[src/rtl/instruction_fetch.sv]
// Instruction fetch stage: reads opcode/operand bytes from program memory and
// presents an assembled 24-bit instruction word over a valid/ready handshake.
module instruction_fetch #(
  parameter int                ADDR_W      = 8,
  parameter logic [ADDR_W-1:0] RESET_PC    = '0,
  parameter logic [7:0]        HALT_OPCODE = 8'hFF
) (
  input  logic              clk,
  input  logic              reset,
  input  logic              enable,
  output logic [ADDR_W-1:0] mem_addr,
  output logic              mem_rd,
  input  logic [7:0]        mem_data,
  output logic [23:0]       instr,
  output logic              instr_valid,
  input  logic              instr_ready,
  input  logic              jump_en,
  input  logic [ADDR_W-1:0] jump_addr,
  output logic [ADDR_W-1:0] pc,
  output logic              halted
);

  typedef enum logic [2:0] {
    RD0   = 3'd0,
    RD1   = 3'd1,
    RD2   = 3'd2,
    LAST  = 3'd3,
    VALID = 3'd4,
    HALT  = 3'd5
  } state_t;

  state_t     state, state_nxt;
  logic [7:0] opcode_q, op1_q;
  logic       jump_take;
  logic       accept;
  logic       is_halt;

  // A jump is ignored once halted; only reset leaves HALT.
  assign jump_take = jump_en && (state != HALT);
  assign accept    = (state == VALID) && instr_valid && instr_ready;
  assign is_halt   = (instr[23:16] == HALT_OPCODE);

  // NOTE: every output of this block gets a default first, so no path can
  // leave a signal unassigned and infer a latch.
  always_comb begin
    state_nxt = state;
    mem_rd    = 1'b0;
    mem_addr  = pc;
    case (state)
      RD0: begin
        if (enable) begin
          mem_rd    = 1'b1;
          state_nxt = RD1;
        end
      end
      RD1: begin
        mem_rd    = 1'b1;
        mem_addr  = pc + ADDR_W'(1);
        state_nxt = RD2;
      end
      RD2: begin
        mem_rd    = 1'b1;
        mem_addr  = pc + ADDR_W'(2);
        state_nxt = LAST;
      end
      LAST:  state_nxt = VALID;
      VALID: if (accept) state_nxt = is_halt ? HALT : RD0;
      HALT:  state_nxt = HALT;
      default: state_nxt = RD0;
    endcase
    if (jump_take) state_nxt = RD0;
  end

  // NOTE: sequential state uses non-blocking assignments so every register
  // samples pre-edge values regardless of statement order.
  always_ff @(posedge clk) begin
    if (reset) begin
      state       <= RD0;
      pc          <= RESET_PC;
      instr       <= '0;
      instr_valid <= 1'b0;
      halted      <= 1'b0;
      opcode_q    <= '0;
      op1_q       <= '0;
    end else begin
      state <= state_nxt;
      if (jump_take) begin
        pc          <= jump_addr;
        instr_valid <= 1'b0;
      end else begin
        case (state)
          RD1:  opcode_q <= mem_data;
          RD2:  op1_q    <= mem_data;
          LAST: begin
            instr       <= {opcode_q, op1_q, mem_data};
            instr_valid <= 1'b1;
          end
          VALID: begin
            if (accept) begin
              instr_valid <= 1'b0;
              // The halting word keeps its pc; nothing follows it.
              if (is_halt) halted <= 1'b1;
              else         pc     <= pc + ADDR_W'(3);
            end
          end
          default: ;
        endcase
      end
    end
  end

endmodule

[config.mk]
export PLATFORM = sky130hd
export DESIGN_NAME = instruction_fetch
export DESIGN_NICKNAME = d
export VERILOG_FILES = /design/src/rtl/instruction_fetch.sv
export SDC_FILE = /design/constraint.sdc
export NUM_CORES = 1
export LEC_CHECK = 0
export ABC_AREA = 1
export CAP_MARGIN = 20
export CORE_MARGIN = 1
export CORE_UTILIZATION = 52
export CTS_BUF_LIST = sky130_fd_sc_hd__clkbuf_2
export CTS_CLUSTER_SIZE = 16
export DETAILED_ROUTE_END_ITERATION = 12
export GPL_ROUTABILITY_DRIVEN = 0
export GPL_TIMING_DRIVEN = 0
export PLACE_DENSITY = 0.87
export SYNTH_ARGS = -nofsm -noshare
export SYNTH_HDL_FRONTEND = slang
export SYNTH_SLANG_ARGS = --single-unit
[constraint.sdc]
create_clock -name clk -period 2.1 [get_ports clk]
set_input_delay 0.315 -clock clk [delete_from_list [all_inputs] [get_ports clk]]
set_output_delay 0.315 -clock clk [all_outputs]
set_load 0.1 [all_outputs]
==> results of run 1 <==
==> cell families (layout without fill, tap and decap cells) <==
kind of cell / count (synthesis) / count (layout) / synth area share (%)
AOI/OAI and AO/OA: 67 / 67 / 14.5
and+or+nand+nor: 197 / 197 / 32.6
buffers and inverters: 43 / 123 / 7.59
adders and majority gates: 4 / 4 / 2.01
xor gates and xnor gates: 2 / 2 / 0.704
DFF: 53 / 53 / 42.6
==> through the flow <==
step	hold slack, ns	area, µm²	setup slack, ns
3_5_place_dp	0.451	3280	-0.578
3_3_place_gp	0.443	3280	-0.512
6_report	0.114	3490	-0.0542
2_1_floorplan	0.430	2590	-0.466
5_1_grt	0.121	3490	-0.157
4_1_cts	0.109	3450	-0.0277
==> Yosys cell counts, drive strengths merged, types with 4 or more instances <==
master  count  share of area, %
o21ai      46               9.4
a21oi      13               2.6
inv        30               4.5
buf         6               1.9
clkbuf      6               1.0
nand3      31               6.2
nor2       90                14
ha          4               2.0
nand2      72                11
dfxtp      53                43
==> power by group through the flow <==
stage,clock [mW],sequential [mW],combinational (mW)
floorplan,0,1.16,0.270
finish,0.429,1.06,0.549
global placement,0,1.08,0.489
global route,0.476,1.06,0.574
detailed placement,0,1.08,0.494
CTS,0.432,1.06,0.527
==> critical path, cell delays in order, from the launching register on <==
cell and delay (ns):
dfxtp_4 0.44, buf_4 0.13, ha_4 0.15, inv_4 0.05
nor2_1 0.16, nand3_1 0.13, nand2_2 0.09, buf_6 0.22
==> sequential cells by signal, summed over array words and instances, names as in the netlist <==
name and cells:
instr_valid 1, pc 8, halted 1, opcode_q 8
op1_q 8, state 3, instr 24
==> worst min-delay path by stage <==
stage	from	to	slack [ns]
global route	reset	op1_q[0]	0.12
CTS	reset	op1_q[0]	0.11
detailed placement	halted	halted	0.45
global placement	op1_q[6]	op1_q[6]	0.44
floorplan	op1_q[6]	instr[14]	0.43
finish	reset	op1_q[0]	0.11
==> final cells by class <==
class / count / area (µm²)
multi-input cells: 270 / 1400
flip-flops and latches: 53 / 1090
fillers: 343 / 981
repair buffers: 73 / 704
inverters: 31 / 121
plain buffers: 11 / 71.3
well taps: 52 / 65.1
clock buffers: 6 / 30.0
clock inverters: 2 / 13.8
==> layer usage <==
layer | vias up | track usage [%] | part of all wire (%)
li1 | 1339 | - | -
met1 | 1244 | 37.5 | 43
met2 | 108 | 49.9 | 49
met3 | 15 | 4.99 | 6.1
met4 | 0 | 11.8 | 1.8
met5 | - | 0 | 0
==> timing repair <==
| action | CTS | global route |
|---|---|---|
| endpoints found under the setup margin | 43 | 21 |
| setup buffers | 8 | 3 |
| pin swaps | 9 | 6 |
| gates resized for setup | 136 | 24 |
==> results.toml, run 1 <==
[outcome]
status = "finished, violations left"
violations = "DRC, setup timing"

[route]
vias = 2706
drc_errors = 4
drt-total-wl_mm = 7.08
ant_nets = 0
firstDrtPassIters = 10
vias_per_cell = 5.43
drt_iter0_drc = 188
detail_route.wl_per_cell_um = 14.2

[worst_setup_path]
cp-startpoint = "pc[1]"
critPathCaptureType = "primary output"
arrival_ns = 1.84
reg2regPathDepth = 9
endpoint = "mem_addr[5]"
worst_r2r_endpoint = "instr[18]"
worstPathRequired_ns = 1.78
path_class = "flop to primary output"
r2r-start = "state[0]"
reg2reg_slack_ns = 0.45
worst_setup_path_start_kind = "flop"
crit_fanout = 5

[job]
maxCapViolations = 0

[power_and_ir_drop]
power_mw = 2.04
p_leak_nw = 1.65
switching_share_pct = 36.8
p_clk_share_pct = 21.1
combPwrFrac_pct = 27.0
p_int_mw = 1.29
seq_power_share_pct = 52.0
powerDensity_nw_per_um2 = 583
peakVddDrop_uv = 449
switchingPower_mw = 0.748

[min_path]
holdPathStages = 2
hold_path.class = "primary input to flop"

[placed_design]
dp_hpwl_mm = 4.86
portBuffers = 62
dp_cells = 480

[yosys]
yosysUniqueCellTypes = 27
avgSynthCellArea_um2 = 6.80
synth-seq-cells = 53
synth_ff_type = "dfxtp_1"
synthCells = 366
netlist_area_um2 = 2490
syn_nets = 391
yosysWarnings = 0
ys_seq_area_share_pct = 42.6
async_flop_share_pct = 0
synth_edf_count = 0

[clock_tree]
clk_pin_slew_ns = 0.29
numCtsBuffers = 5
cts_max_path_buffers = 2
hold_buffers = 0
cts_num_sinks = 53
htreeDepth = 2
clockRootBuffer = "clkbuf_2"
clock_latency_ns = 0.46
cts_tree = "built"

[timing]
slew_violations = 0
tns_ns = -0.141
fin_crit_ns = 2.15
rsz0062_at_grt = "true"
fin_ws_ns = -0.0542
finalCritPeriodShare_pct = 103
hold_violations = 0
clock_skew_ns = 0.0312
tightest_slew_ns = 0.971
fmax_ghz = 0.464
slew_headroom_pct = 35.5
setup_viol = 3

[finish]
layout_common_cells = "84 x nor2_1, 61 x nand2_1, 43 x dfxtp_1"
instances_no_fill = 498
drive_above_1_share_pct = 20.2
fin_nets = 470
mostFrequentLayoutCell = "nor2_1"
area_growth_pct = 40.3
fin_util_pct = 78.1
antenna_cells = 0

[global_routing]
antenna_found_initial = 0
grt_pass1_vias = 2563
grt-ovfl-total = 0
grt_max_degree = 17
grt_first_pass_wirelength_mm = 11.8
grt.total_usage_pct = 29.5

[floorplanning]
coreArea_um2 = 4470
num_rows = 24
floorplan.die_area_um2 = 5070
start_util_pct = 55.6
fp.dieW_um = 71.2
die_h_um = 71.2
ioPinCount = 64
Power figures use the tool's default switching activity.
==> run 2, diff against run 1 <==
--- a/config.mk
+++ b/config.mk
@@ -7,14 +7,16 @@
 export LEC_CHECK = 0
 export ABC_AREA = 1
 export CAP_MARGIN = 20
+export CELL_PAD_IN_SITES_DETAIL_PLACEMENT = 0
+export CELL_PAD_IN_SITES_GLOBAL_PLACEMENT = 1
 export CORE_MARGIN = 1
-export CORE_UTILIZATION = 52
+export CORE_UTILIZATION = 38
 export CTS_BUF_LIST = sky130_fd_sc_hd__clkbuf_2
 export CTS_CLUSTER_SIZE = 16
 export DETAILED_ROUTE_END_ITERATION = 12
 export GPL_ROUTABILITY_DRIVEN = 0
 export GPL_TIMING_DRIVEN = 0
-export PLACE_DENSITY = 0.87
+export PLACE_DENSITY = 0.91
 export SYNTH_ARGS = -nofsm -noshare
 export SYNTH_HDL_FRONTEND = slang
 export SYNTH_SLANG_ARGS = --single-unit
==> run 2 against run 1 <==
- the flow finishes with violations (setup timing)
- global-route usage is 9.0 points lower
- cell count grew 4.8%
- critical endpoint is now mem_addr[2]
- count of clock-buffer cells in the layout stayed put
- critical path type unchanged
- utilization decreased by 23 points
- flip-flop and latch count unchanged
- highest routed layer unchanged
==> results.toml, run 2 (synthesis results as in run 1) <==
[min_path]
hold_path.class = "primary input to flop"
hp-start = "reset"
whs_endpoint = "op1_q[0]"
holdPathStages = 2

[floorplanning]
floorplan.die_area_um2 = 6880
die_h_um = 82.9
fp.dieW_um = 82.9
num_rows = 29
ioPinCount = 64
start_util_pct = 39.2
coreArea_um2 = 6350

[timing]
slew_violations = 0
fin_crit_ns = 2.11
rsz0062_at_grt = "true"
hold_violations = 0
tightest_slew_ns = 0.974
fin_ws_ns = -0.00700
holdWs_ns = 0.143
finalCritPeriodShare_pct = 100
setup_viol = 2
fmax_ghz = 0.475
slew_headroom_pct = 35.3
clock_skew_ns = 0.0209

[route]
drc_errors = 0
vias = 2589
drt_iter0_drc = 92
ant_nets = 0
drt-total-wl_mm = 6.95
firstDrtPassIters = 6
vias_per_cell = 4.96
detail_route.wl_per_cell_um = 13.3

[power_and_ir_drop]
switching_share_pct = 34.4
p_leak_nw = 1.65
power_mw = 2.12
seq_power_share_pct = 49.9
p_clk_share_pct = 25.1
p_int_mw = 1.39
powerDensity_nw_per_um2 = 603
switchingPower_mw = 0.730
peakVddDrop_uv = 386
combPwrFrac_pct = 25.1

[worst_setup_path]
path_cells = "inv_1, ha_1, o221ai_2, buf_8"
worst_r2r_endpoint = "instr[11]"
reg2regPathDepth = 9
crit_family = "flip-flops"
worstPathRequired_ns = 1.78
worst_setup_path_start_kind = "flop"
critical_path.max_stage_delay_ns = 0.42
path_class = "flop to primary output"
r2r-start = "state[0]"
arrival_ns = 1.79
reg2reg_slack_ns = 0.52
critPathCaptureType = "primary output"
slowest_stage = "dfxtp_4"
crit_buf_inv = 2
crit_fanout = 5

[outcome]
status = "finished, violations left"
violations = "setup timing"

[finish]
instances_no_fill = 522
fin_util_pct = 55.4
seqCellArea_um2 = 1090
mostFrequentLayoutCell = "nor2_1"
largest_reg_flops = 24
top_register = "instr"
fin_nets = 469
drive_above_1_share_pct = 18.9
layout_common_cells = "84 x nor2_1, 61 x nand2_1, 43 x dfxtp_1"
multi_input_area_um2 = 1380
antenna_cells = 0
area_growth_pct = 41.2
fillers = 650

[clock_tree]
clock_latency_ns = 0.45
hold_buffers = 0
cts_tree = "built"
cts_num_sinks = 53
clk_pin_slew_ns = 0.27
numCtsBuffers = 5
htreeDepth = 2
clockRootBuffer = "clkbuf_2"
cts_max_path_buffers = 2

[global_routing]
grt_max_degree = 16
grt-ovfl-total = 0
grt_pass1_vias = 2340
antenna_found_initial = 0
grt_first_pass_wirelength_mm = 11.5
grt.total_usage_pct = 20.5

[placed_design]
portBuffers = 62
dp_cells = 505
dp_hpwl_mm = 5.04

[job]
maxCapViolations = 0
run 2: cell types whose count changed in the layout (fill, tap and decap cells not counted), sizes merged:
| cell | delta |
|---|---|
| inv | -1 |
| buf | -1 |
| bufinv | +1 |
run 2: stage by stage:
stage                     instance area (µm²)  worst slack, ns   TNS, ns
after floorplan                          2590           -0.466     -1.22
after global placement                   3310           -0.550     -3.85
after detailed placement                 3310           -0.603     -4.13
after CTS                                3480          -0.0609    -0.195
after global routing                     3520           -0.133    -0.722
final                                    3520         -0.00700  -0.00906
run 2: cell type report:
class / instances / share of cell area (%)
clock inverter: 2 / 0.961
sequential: 53 / 31.0
inverter: 31 / 3.45
buffer: 11 / 2.03
clock buffer: 6 / 0.854
tap: 77 / 2.74
multi-input combinational: 270 / 39.3
timing repair buffer: 72 / 19.7
run 2: how the worst max path moves through the flow:
| stage | cells after the start | slack (ns) | endpoint | from |
|---|---|---|---|---|
| floorplan | 4 | -0.47 | mem_addr[3] | pc[2] |
| global placement | 7 | -0.55 | mem_addr[1] | state[0] |
| detailed placement | 8 | -0.60 | mem_addr[6] | state[0] |
| CTS | 7 | -0.06 | mem_addr[3] | state[0] |
| global route | 9 | -0.13 | mem_addr[6] | state[0] |
| finish | 4 | -0.007 | mem_addr[2] | pc[1] |
run 2: power by group through the flow:
| stage | Combinational (mW) | Sequential (mW) | Clock [mW] |
|---|---|---|---|
| floorplan | 0.270 | 1.16 | 0 |
| finish | 0.531 | 1.06 | 0.532 |
| global placement | 0.494 | 1.08 | 0 |
| detailed placement | 0.498 | 1.08 | 0 |
| global route | 0.562 | 1.06 | 0.578 |
| CTS | 0.524 | 1.06 | 0.542 |
run 2: timing repair:
action | in CTS | in global routing
cloned | 0 | 0
setup buffers | 7 | 3
pin swaps | 7 | 5
gates resized for setup | 131 | 23
endpoints found under the hold margin | 0 | 0
setup endpoints to repair | 43 | 23
run 2: worst reg2reg max path: stages (launching register included):
cell	delay, ns
dfxtp_4	0.45
inv_4	0.05
nor2_4	0.10
buf_4	0.12
nand2_1	0.12
nor2_4	0.20
inv_1	0.14
buf_6	0.17
nor2_1	0.12
nor2_1	0.06
run 2: routing by layer:
layer	vias to the layer above	GRT usage, %	wire [µm]
met5	-	0	0
met4	0	5.80	55
met3	4	3.78	293
met2	65	34.8	3330
met1	1189	26.6	3270
li1	1331	-	-
==> run 3, diff against run 2 <==
--- a/config.mk
+++ b/config.mk
@@ -9,7 +9,7 @@
 export CAP_MARGIN = 20
 export CELL_PAD_IN_SITES_DETAIL_PLACEMENT = 0
 export CELL_PAD_IN_SITES_GLOBAL_PLACEMENT = 1
-export CORE_MARGIN = 1
+export CORE_MARGIN = 8
 export CORE_UTILIZATION = 38
 export CTS_BUF_LIST = sky130_fd_sc_hd__clkbuf_2
 export CTS_CLUSTER_SIZE = 16
==> run 3 against run 2 <==
- the flow now finishes without violations
- combinational power about the same
- register-to-register slack better by 0.05 ns
- die area up 37%
- non-clock buffer count unchanged
- clock power down 30%
- maximum frequency up 0.96%
- largest power group unchanged
==> results.toml, run 3 (synthesis results as in run 1) <==
[outcome]
status = "finished, final reports clean"

[route]
drc_errors = 0
ant_nets = 0
drt-total-wl_mm = 7.32
firstDrtPassIters = 4
vias_per_cell = 4.96
detail_route.wl_per_cell_um = 14.1
vias = 2581
drt_iter0_drc = 109

[finish]
area_growth_pct = 40.6
layout_common_cells = "84 x nor2_1, 61 x nand2_1, 43 x dfxtp_1"
mostFrequentLayoutCell = "nor2_1"
drive_above_1_share_pct = 19.0
antenna_cells = 0
largest_reg_flops = 24
top_register = "instr"
fin_area_um2 = 3500
fin_nets = 469

[power_and_ir_drop]
powerDensity_nw_per_um2 = 561
p_leak_nw = 1.65
peakVddDrop_uv = 425
power_mw = 1.96

[worst_setup_path]
slowest_stage = "dfxtp_4"
crit_buf_inv = 2
reg2regPathDepth = 8
critPathCaptureType = "primary output"
crit_fanout = 6
crit_family = "flip-flops"
path_class = "flop to primary output"
critical_path.max_stage_delay_ns = 0.45
arrival_ns = 1.77
path_cells = "inv_4, nor2_4, nand2_4, o21ai_4, nand3_2, o211ai_1, buf_6"
cp_num_cells = 7
worstPathRequired_ns = 1.78
worst_setup_path_start_kind = "flop"

[global_routing]
grt_first_pass_wirelength_mm = 11.9
grt_pass1_vias = 2498
grt_max_degree = 15
grt-ovfl-total = 0
antenna_found_initial = 0
grt.total_usage_pct = 14.8

[timing]
clock_skew_ns = 0.0225
tightest_slew_ns = 0.983
hold_violations = 0
fmax_ghz = 0.479
slew_headroom_pct = 34.7
finalCritPeriodShare_pct = 99.4
fin_crit_ns = 2.09
rsz0062_at_grt = "true"
setup_viol = 0
slew_violations = 0

[clock_tree]
clockRootBuffer = "clkbuf_2"
cts_tree = "built"
clk_pin_slew_ns = 0.25
clock_latency_ns = 0.42
numCtsBuffers = 5
htreeDepth = 2
cts_num_sinks = 53
cts_max_path_buffers = 2

[placed_design]
portBuffers = 62
dp_hpwl_mm = 5.47
place_area_um2 = 3310

[job]
maxCapViolations = 0

[floorplanning]
ioPinCount = 64
floorplan.die_area_um2 = 9400
fp.dieW_um = 96.9
start_util_pct = 39.2
num_rows = 29
die_h_um = 96.9
coreArea_um2 = 6350

[min_path]
holdPathStages = 2
hold_path.class = "primary input to flop"
## run 3: cell count changes in the layout (fill, tap and decap cells not counted), moves of 2 or more
cell / before / now
dlygate4sd2_1: 20 / 27
clkdlybuf4s15_1: 7 / 2
clkbuf_2: 13 / 11
nand3_1: 31 / 29
nand3_2: 0 / 2
## run 3: area by class of cell
class | count | area (µm²)
inverter | 31 | 121
clock buffer | 5 | 25.0
clock inverter | 1 | 5.00
multi-input combinational | 270 | 1390
sequential | 53 | 1090
tap | 77 | 96.3
timing repair buffer | 71 | 686
fill | 645 | 2850
buffer | 12 | 85.1
## run 3: worst paths after layout
path	startpoint	slack (ns)	end
worst max register to register	instr[16]	0.57	pc[3]
worst min register to register	op1_q[6]	0.48	instr[14]
worst min-delay path	reset	0.17	op1_q[7]
worst max-delay path	state[0]	0.01	mem_addr[3]
## run 3: metal layers
metal	GRT usage [%]	vias up	part of all wire [%]
met5	0	-	0
li1	-	1334	-
met2	24.9	59	49
met4	3.55	0	0.60
met3	4.13	4	5.6
met1	18.1	1184	45
## run 3: stage by stage
step	setup slack, ns	hold slack (ns)	instances	setup TNS [ns]	utilization (%)
after CTS	-0.0185	0.153	514	-0.0317	53.5
after floorplan	-0.466	0.430	366	-1.22	-
after global placement	-0.557	0.445	505	-3.92	52.1
final	0.0129	0.174	520	0	55.1
after global routing	-0.0934	0.154	520	-0.423	55.1
after detailed placement	-0.581	0.453	505	-4.17	52.1
## run 3: where the power goes
part / switching [mW] / internal (mW) / leakage (nW) / total, mW
sequential: 0.0294 / 1.03 / 0.435 / 1.06
clock: 0.304 / 0.0680 / 0.0247 / 0.372
combinational: 0.375 / 0.159 / 1.19 / 0.534
## run 3: worst reg2reg max path: cells and delay by family (launching register included)
family                 cells  cell delay, ns
AND/OR/NAND/NOR            7            0.93
flip-flops                 1            0.40
buffers and inverters      1            0.18
## run 3: repair_timing
item,in CTS,in global routing
setup buffers,3,6
endpoints found under the setup margin,43,14
resized for setup,119,26
hold buffers,0,0
pin swaps,3,10
